### src/rtl/scaled_divider_pkg.sv
// Shared definitions for the scaled divider: controller states, default width
// and the quotient saturation constants.
package scaled_divider_pkg;

    localparam int DEFAULT_N = 8;

    typedef enum logic [1:0] {
        IDLE,
        CALC,
        FIX,
        DONE
    } div_state_e;

    function automatic logic [63:0] sat_max_pos(input int n);
        return (64'd1 << (n - 1)) - 64'd1;
    endfunction

    function automatic logic [63:0] sat_min_neg(input int n);
        return 64'd1 << (n - 1);
    endfunction

    function automatic logic [63:0] sat_max_uns(input int n);
        return (64'd1 << n) - 64'd1;
    endfunction

    // Saturated quotient bit pattern; its value is also the largest legal
    // quotient magnitude for that sign, so it doubles as the overflow limit.
    function automatic logic [63:0] sat_code(input int n, input logic signed_mode,
                                             input logic negative);
        if (!signed_mode) begin
            return sat_max_uns(n);
        end else if (negative) begin
            return sat_min_neg(n);
        end else begin
            return sat_max_pos(n);
        end
    endfunction

endpackage

### src/rtl/scaled_divider_core.sv
// Unsigned 2N-by-N restoring divider, one quotient bit per step, MSB first.
// Quotient bits shift in behind the dividend bits as they are consumed.
module scaled_divider_core
    import scaled_divider_pkg::*;
#(
    parameter int N = DEFAULT_N
) (
    input  logic           Clk,
    input  logic           Reset,
    input  logic           start,
    input  logic           step,
    input  logic [2*N-1:0] dividend_mag,
    input  logic [N-1:0]   divisor_mag,
    output logic           last,
    output logic [2*N-1:0] quot_mag,
    output logic [N-1:0]   rem_mag
);

    localparam int CNT_W = $clog2(2 * N);
    localparam logic [CNT_W-1:0] LAST_CNT = CNT_W'(2 * N - 1);

    logic [CNT_W-1:0] cnt;
    logic [2*N-1:0]   shift_q;
    logic [N-1:0]     part_q;
    logic [N-1:0]     dsr_q;
    logic [N:0]       trial;
    logic [N-1:0]     diff;
    logic             fits;

    // Partial remainder stays below the divisor, so the difference fits N bits.
    always_comb begin
        trial = {part_q, shift_q[2*N-1]};
        fits  = trial >= {1'b0, dsr_q};
        diff  = trial[N-1:0] - dsr_q;
    end

    always_ff @(posedge Clk) begin
        if (Reset) begin
            cnt <= '0;
        end else if (start) begin
            cnt <= '0;
        end else if (step) begin
            cnt <= cnt + CNT_W'(1);
        end
    end

    always_ff @(posedge Clk) begin
        if (start) begin
            shift_q <= dividend_mag;
            part_q  <= '0;
            dsr_q   <= divisor_mag;
        end else if (step) begin
            shift_q <= {shift_q[2*N-2:0], fits};
            part_q  <= fits ? diff : trial[N-1:0];
        end
    end

    assign last     = (cnt == LAST_CNT);
    assign quot_mag = shift_q;
    assign rem_mag  = part_q;

endmodule

### src/rtl/scaled_divider.sv
// Signed/unsigned 2N-by-N divider with saturation: sign handling and the
// request/result handshake around the unsigned iterative core.
module scaled_divider
    import scaled_divider_pkg::*;
#(
    parameter int N = DEFAULT_N
) (
    input  logic           Clk,
    input  logic           Reset,
    input  logic           In_Valid,
    output logic           In_Ready,
    input  logic [2*N-1:0] Dividend,
    input  logic [N-1:0]   Divisor,
    input  logic           A_Signed,
    input  logic           B_Signed,
    output logic           Out_Valid,
    input  logic           Out_Ready,
    output logic [N-1:0]   Quotient,
    output logic [N:0]     Remainder,
    output logic           Overflow,
    output logic           DivByZero
);

    localparam int DW = 2 * N;

    div_state_e     state;
    logic           accept;
    logic           a_is_neg;
    logic           b_is_neg;
    logic [2*N-1:0] a_mag;
    logic [N-1:0]   b_mag;
    logic           a_neg_q;
    logic           q_neg_q;
    logic           sgn_mode_q;
    logic           dbz_q;
    logic [N:0]     dvd_low_q;
    logic           core_last;
    logic [2*N-1:0] quot_mag;
    logic [N-1:0]   rem_mag;
    logic [2*N-1:0] limit;
    logic [N-1:0]   q_out;
    logic [N:0]     r_out;
    logic           ovf_out;

    assign accept = In_Valid & In_Ready;

    always_comb begin
        a_is_neg = A_Signed & Dividend[2*N-1];
        b_is_neg = B_Signed & Divisor[N-1];
        a_mag    = a_is_neg ? -Dividend : Dividend;
        b_mag    = b_is_neg ? -Divisor : Divisor;
    end

    always_ff @(posedge Clk) begin
        if (accept) begin
            a_neg_q    <= a_is_neg;
            q_neg_q    <= a_is_neg ^ b_is_neg;
            sgn_mode_q <= A_Signed | B_Signed;
            dbz_q      <= (Divisor == '0);
            dvd_low_q  <= Dividend[N:0];
        end
    end

    scaled_divider_core #(
        .N(N)
    ) u_core (
        .Clk          (Clk),
        .Reset        (Reset),
        .start        (accept),
        .step         (state == CALC),
        .dividend_mag (a_mag),
        .divisor_mag  (b_mag),
        .last         (core_last),
        .quot_mag     (quot_mag),
        .rem_mag      (rem_mag)
    );

    // Result shaping: a zero divisor saturates by the dividend sign alone.
    always_comb begin
        limit   = DW'(sat_code(N, sgn_mode_q, q_neg_q));
        ovf_out = 1'b0;
        r_out   = a_neg_q ? -{1'b0, rem_mag} : {1'b0, rem_mag};
        q_out   = q_neg_q ? -quot_mag[N-1:0] : quot_mag[N-1:0];
        if (dbz_q) begin
            q_out = N'(sat_code(N, sgn_mode_q, a_neg_q));
            r_out = dvd_low_q;
        end else if (quot_mag > limit) begin
            ovf_out = 1'b1;
            q_out   = N'(sat_code(N, sgn_mode_q, q_neg_q));
        end
    end

    always_ff @(posedge Clk) begin
        if (Reset) begin
            state     <= IDLE;
            In_Ready  <= 1'b1;
            Out_Valid <= 1'b0;
            Quotient  <= '0;
            Remainder <= '0;
            Overflow  <= 1'b0;
            DivByZero <= 1'b0;
        end else begin
            case (state)
                IDLE: begin
                    if (accept) begin
                        state    <= CALC;
                        In_Ready <= 1'b0;
                    end
                end
                CALC: begin
                    if (core_last) begin
                        state <= FIX;
                    end
                end
                FIX: begin
                    state     <= DONE;
                    Out_Valid <= 1'b1;
                    Quotient  <= q_out;
                    Remainder <= r_out;
                    Overflow  <= ovf_out;
                    DivByZero <= dbz_q;
                end
                DONE: begin
                    if (Out_Ready) begin
                        state     <= IDLE;
                        Out_Valid <= 1'b0;
                        In_Ready  <= 1'b1;
                    end
                end
                default: state <= IDLE;
            endcase
        end
    end

endmodule

### config.mk
export PLATFORM = sky130hd
export DESIGN_NAME = scaled_divider
export DESIGN_NICKNAME = d
export VERILOG_FILES = /design/src/rtl/scaled_divider_pkg.sv /design/src/rtl/scaled_divider_core.sv /design/src/rtl/scaled_divider.sv
export SDC_FILE = /design/constraint.sdc
export NUM_CORES = 1
export LEC_CHECK = 0
export ABC_AREA = 1
export ABC_CLOCK_PERIOD_IN_PS = 2080
export CORE_ASPECT_RATIO = 0.75
export CORE_MARGIN = 5
export CORE_UTILIZATION = 55
export CTS_CLUSTER_SIZE = 28
export DETAILED_ROUTE_END_ITERATION = 8
export PLACE_DENSITY = 0.76
export SYNTH_ARGS = -nofsm -noshare
export SYNTH_HDL_FRONTEND = slang
export SYNTH_SLANG_ARGS = --single-unit
### constraint.sdc
create_clock -name Clk -period 2.08 [get_ports Clk]
set_input_delay 0.312 -clock Clk [delete_from_list [all_inputs] [get_ports Clk]]
set_output_delay 0.312 -clock Clk [all_outputs]
set_load 0.005 [all_outputs]
After elaboration in Yosys (flattened, before gate mapping)
Index checks and enable logic that the tools add are counted.
- memories kept: 0
- ROM bits: 0
- RAM bits: 0
- bits in latches: 0
- word-level logic and storage cells: 70
- register bits after elaboration: 72
- input port bits: 30
- output and inout bits: 21
- reduce and logical (&&, ||, !) cells: 9
- order comparisons: 2
- multipliers: 0
- add/subtract/negate cells: 6
- divide/modulo/power cells: 0
- bitwise logic cells: 5
- mux-type cells: 25
- shifts and indexed selects: 0
- eq/ne operators: 7
- operators by type and width (kind ; count):
    $mux 8 ; 9
    $mux 16 ; 3
    $mux 9 ; 2
    $gt 16x16->1 ; 1
    $neg 16->16 ; 1
    $neg 8->8 ; 2
    $ge 9x8->1 ; 1
    $neg 8->9 ; 1
    $logic_not 8->1 ; 1
    $pmux 2 s4 ; 1
    $sub 8x8->8 ; 1
    $mux 2 ; 3
    $ne 2x2->1 const B ; 3
    $reduce_and 3->1 ; 2
    $reduce_bool 2->1 ; 3
    $mux 1 ; 5
    $add 4x1->4 const B ; 1
    $eq 2x2->1 const B ; 2
    $eq 4x4->1 const B ; 1
    $pmux 1 s2 ; 2
    $and 1x1->1 ; 3
    $eq 2x1->1 const B ; 1
    $logic_not 2->1 ; 1
    $reduce_and 2->1 ; 1
    other kinds (3) ; 3

Longest topological paths before layout
- depth after elaboration: 5
- gate-level depth with buffers: 12
- gate-level depth less buffers: 12

Hierarchy
Synthesis repeated with hierarchy kept, for this count alone.
- cell total of the unflattened synthesis: 589
- area total of the unflattened synthesis: 4496.8 um2
- by module, submodules not included (module ; cells each ; seq. area each (um2) ; instances ; area an instance (um2)):
    scaled_divider ; 357 ; 850.8 ; 1 ; 2536.2
    scaled_divider_core ; 232 ; 960.9 ; 1 ; 1960.6

Worst setup path after synthesis
No wires, ideal clock.
- path type: register -> register
- start point: register In_Ready
- end point: register u_core.shift_q[0] (netlist: u_core.quot_mag[0]) (enable)
- data required time: 1705 ps
- path buffers: 0
- setup slack: 260 ps
- data arrival time: 1445 ps
- setup time: 375 ps
- clock period less this slack: 1820 ps
- cell stages (with the launch flop): 5
- cell sequence: dfxtp_1 > nand2_1 > inv_2 > nor2_1 > inv_1
- longest elaborated chain between the ends: 2
- ends and longest elaborated chain (element ; RTL line ; source):
    start: declaration ; scaled_divider.sv:11 ; output logic In_Ready,
    start signal: assignment ; scaled_divider.sv:96 ; In_Ready <= 1'b1;
    start signal: assignment ; scaled_divider.sv:107 ; In_Ready <= 1'b0;
    start signal: assignment ; scaled_divider.sv:127 ; In_Ready <= 1'b1;
    $and 1x1->1 ; scaled_divider.sv:45 ; assign accept = In_Valid & In_Ready;
    net accept ; scaled_divider.sv:27 ; logic accept;
    $reduce_bool 2->1 (no line) ; n/a ;
    end signal: assignment ; scaled_divider_core.sv:49 ; shift_q <= dividend_mag;
    end signal: assignment ; scaled_divider_core.sv:53 ; shift_q <= {shift_q[2*N-2:0], fits};
    end: declaration ; scaled_divider_core.sv:23 ; logic [2*N-1:0] shift_q;
The timed path passes the listed nets, and every way through them passes these cells.
A chain may end at the register's enable or synchronous reset.

Worst setup path after layout
- start point: register u_core.shift_q[0] (netlist: u_core.quot_mag[0])
- end point: register Quotient[5]
- longest elaborated chain between the ends: 4
- elaborated cells between the ends (all ways): 5
- those cells by class: 1 x add/sub; 1 x order compare; 3 x mux
- ends and longest elaborated chain (element ; RTL line ; source):
    $neg 8->8 ; scaled_divider.sv:83 ; q_out = q_neg_q ? -quot_mag[N-1:0] : quot_mag[N-1:0];
    $mux 8 ; scaled_divider.sv:83 ;
    $mux 8 * ; scaled_divider.sv:87 ; end else if (quot_mag > limit) begin
    $mux 8 * ; scaled_divider.sv:84 ; if (dbz_q) begin
    end signal: assignment ; scaled_divider.sv:118 ; Quotient <= q_out;
    end: declaration ; scaled_divider.sv:18 ; output logic [N-1:0] Quotient,
Mark *: on every way between the ends. The rest lies on a longest branch, timed or not.

==> key figures <==
Final layout
  – Fin util: 0.671
  – Nets: 666
  – Inserted Diodes: 0
  – Most frequent cells in the layout: nand2_1, inv_1, clkdlybuf4s50_1, nand3_1, edfxtp_1
  – Area delta synth->final: 20.4%
  – Most common cell after layout, fill and taps aside: nand2_1
  – Share of layout cells above drive strength 1: 0.0984

Floorplanning
  – Core Area: 7780 um2
  – Starting density of the core: 0.557
  – Die Width: 113 um
  – Rows: 28
  – Die Height: 86.9 um
  – Die area: 9780 um2
  – IO Pins: 51

Synth
  – Syn Area/Cell: 7.90 um2
  – Seq/Total Area, Yosys: 0.418
  – Ys flop type: edfxtp_1
  – Mapped Area: 4340 um2
  – Syn Inst Count: 549
  – Syn_nets: 600
  – Synth top area share: 0.256
  – Synth top area cells: edfxtp_1, dfxtp_1, nand2_1
  – Yosys warnings: 0
  – Synth Register Bits: 72
  – EDFF count, synth: 37
  – Netlist cell types: 47
  – Post-synth ARST share: 0
  – Cell taking the most area after synthesis: edfxtp_1

Place
  – GPL Wtd Cong: 0.872
  – Port Buf Inserts: 50
  – Dpl hpwl: 8280 um
  – Dpl ws: -83.9 ps

Run status
  – Status: finished, final reports clean

STA
  – Fin crit share: 0.909
  – Max Clock Skew: 9.12 ps
  – Max-slew violations: 0
  – Final hold vios: 0
  – Tightest Pin Transition: 594 ps
  – Hold_ws: 481 ps
  – Final setup margin: 190 ps
  – Slew HR: 0.602
  – Fmax: 529 MHz
  – Min Tclk post-route: 1890 ps
  – RSZ-0062 raised after global routing: no
  – Total setup violations reported at the end of the flow: 0

Critical path
  – Slowest cell on the critical path: edfxtp_1
  – CP peak stage delay: 460 ps
  – CP Cell Sequence: inv_1 > ha_1 > or2_2 > nand2_1 > nand2_4 > nand3_4 > nand2_4 > nand2_1 > nand2_1 > a21oi_2
  – Crit path from: u_core.quot_mag[0]$_DFFE_PP_
  – Flop2flop setup slack: 190 ps
  – Type of origin of the critical path: register
  – FF-to-FF Start: u_core.quot_mag[0]$_DFFE_PP_
  – Most used cell, CP: nand2_1
  – Critical Path End Type: register
  – R2R Path End: Quotient[5]$_SDFFE_PP0P_
  – Required @ worst endpoint: 2350 ps
  – Max Fanout on Critical Path: 9
  – Crit path kind: register to register
  – CP arrival: 2160 ps
  – FF-to-FF path depth: 10
  – CP Capture Point: Quotient[5]$_SDFFE_PP0P_

Pwr
  – Overall power: 5870 uW
  – Worst vdd rail ir drop: 0.695 mV
  – Power per Cell Area: 1120 nW/um2
  – Leakage Power: 0.00224 uW

Flow run
  – Maxcap violations: 0

Clocking
  – Worst-path clk slew: 70 ps
  – CTS max path bufs: 2
  – Clock Tree Root: clkbuf_8
  – Clk Latency, worst-skew pair: 340 ps
  – Cts bufs inserted: 9
  – CTS tree: yes
  – Clock Sinks: 72
  – H-tree levels: 3
  – Cts hold-fix bufs: 0

Global route
  – GRT overflow: 0
  – First-pass GRT wire length: 18,100 um
  – Initial antenna violation count: 0
  – Vias in the first global route: 3,796
  – Largest net degree at the start of global routing: 27
  – Gr usage total: 0.232

Min path
  – Hold/Removal Path Class: register to register

Detailed routing
  – Detailed-route DRC error count: 0
  – Vias per cell: 5.38
  – Routed wire length: 10,500 um
  – Via Count: 3,900
  – Drt wl/cell: 14.5 um
  – Final antenna-violating net count: 0
  – Drt first pass iters: 5
  – Initial DRC Count: 293
## timing repair
action | 4_1_cts | 5_1_grt
hold endpoints to repair | 0 | 0
resized for setup | 0 | 1
setup endpoints to repair | 0 | 3
setup buffers | 0 | 1
## worst max-delay path, delay by kind of cell, from the launching register on
kind	cells	cell delay, ps
AND/OR/NAND/NOR	7	790
AO/OA/AOI/OAI	1	130
adder cells (fa/ha/maj)	1	260
flip-flops	1	460
buffers and inverters	1	160
## Yosys cell counts (all sizes together), types with 5 or more instances
library cell	instances
a21oi	33
a31oi	10
buf	5
clkbuf	5
dfxtp	35
edfxtp	37
ha	20
inv	74
nand2	151
nand3	45
nor2	29
nor3	16
o211ai	7
o21ai	31
or2	6
xor2	19
## metrics by stage
| step | setup TNS, ps | instance area, um2 | instances |
|---|---|---|---|
| after detailed placement | -135 | 5030 | 708 |
| after global placement | -20.5 | 5030 | 708 |
| after floorplan | 0 | 4340 | 549 |
| after CTS | 0 | 5210 | 724 |
| final | 0 | 5220 | 725 |
| after global routing | 0 | 5220 | 725 |
## state kept, by name (all words and copies together) (netlist names), 2 cells and up
register,flops
u_core.rem_mag,8
u_core.quot_mag,16
dvd_low_q,9
Quotient,8
u_core.dsr_q,8
u_core.cnt,4
state,2
Remainder,9
## area by class of cell
type                            count  area [um2]
Clock inverter                      3        16.3
Fill cell                         680        2560
Inverter                           75         282
Tap cell                          105         131
Multi-Input combinational cell    392        2190
Sequential cell                    72        1810
Timing Repair Buffer               65         626
Clock buffer                       13         160
## report_power, final
group / switching, uW / internal [uW] / total (uW)
clock: 511 / 502 / 1010
sequential: 319 / 2000 / 2320
combinational: 1500 / 1040 / 2540
## how the worst min path moves through the flow
stage          depth (start not counted)  slack, ps                endpoint                   from
6_report                               2        480   Overflow$_SDFFE_PP0P_  Overflow$_SDFFE_PP0P_
3_3_place_gp                           2        450   Overflow$_SDFFE_PP0P_  Overflow$_SDFFE_PP0P_
2_1_floorplan                          0        410  dvd_low_q[0]$_DFFE_PP_            Dividend[0]
5_1_grt                                2        520   Overflow$_SDFFE_PP0P_  Overflow$_SDFFE_PP0P_
4_1_cts                                2        480   Overflow$_SDFFE_PP0P_  Overflow$_SDFFE_PP0P_
3_5_place_dp                           2        470   Overflow$_SDFFE_PP0P_  Overflow$_SDFFE_PP0P_
## cell families (layout without fill, tap and decap cells)
group           after synthesis  in the layout  synth area share
xor+xnor                     20             20            0.0404
fa+ha+maj                    21             21            0.0623
flops                        72             72             0.418
buf+inv                      85            156            0.0768
compound gates               93             93             0.136
simple gates                258            258             0.267
## metal layers
metal / wire, um / vias up / global-route usage
li1: - / 1966 / -
met1: 4840 / 1767 / 0.320
met2: 4700 / 148 / 0.367
met3: 799 / 19 / 0.0465
met4: 191 / 0 / 0.0797
met5: 0 / - / 0
(Power assumes the default switching activity.)
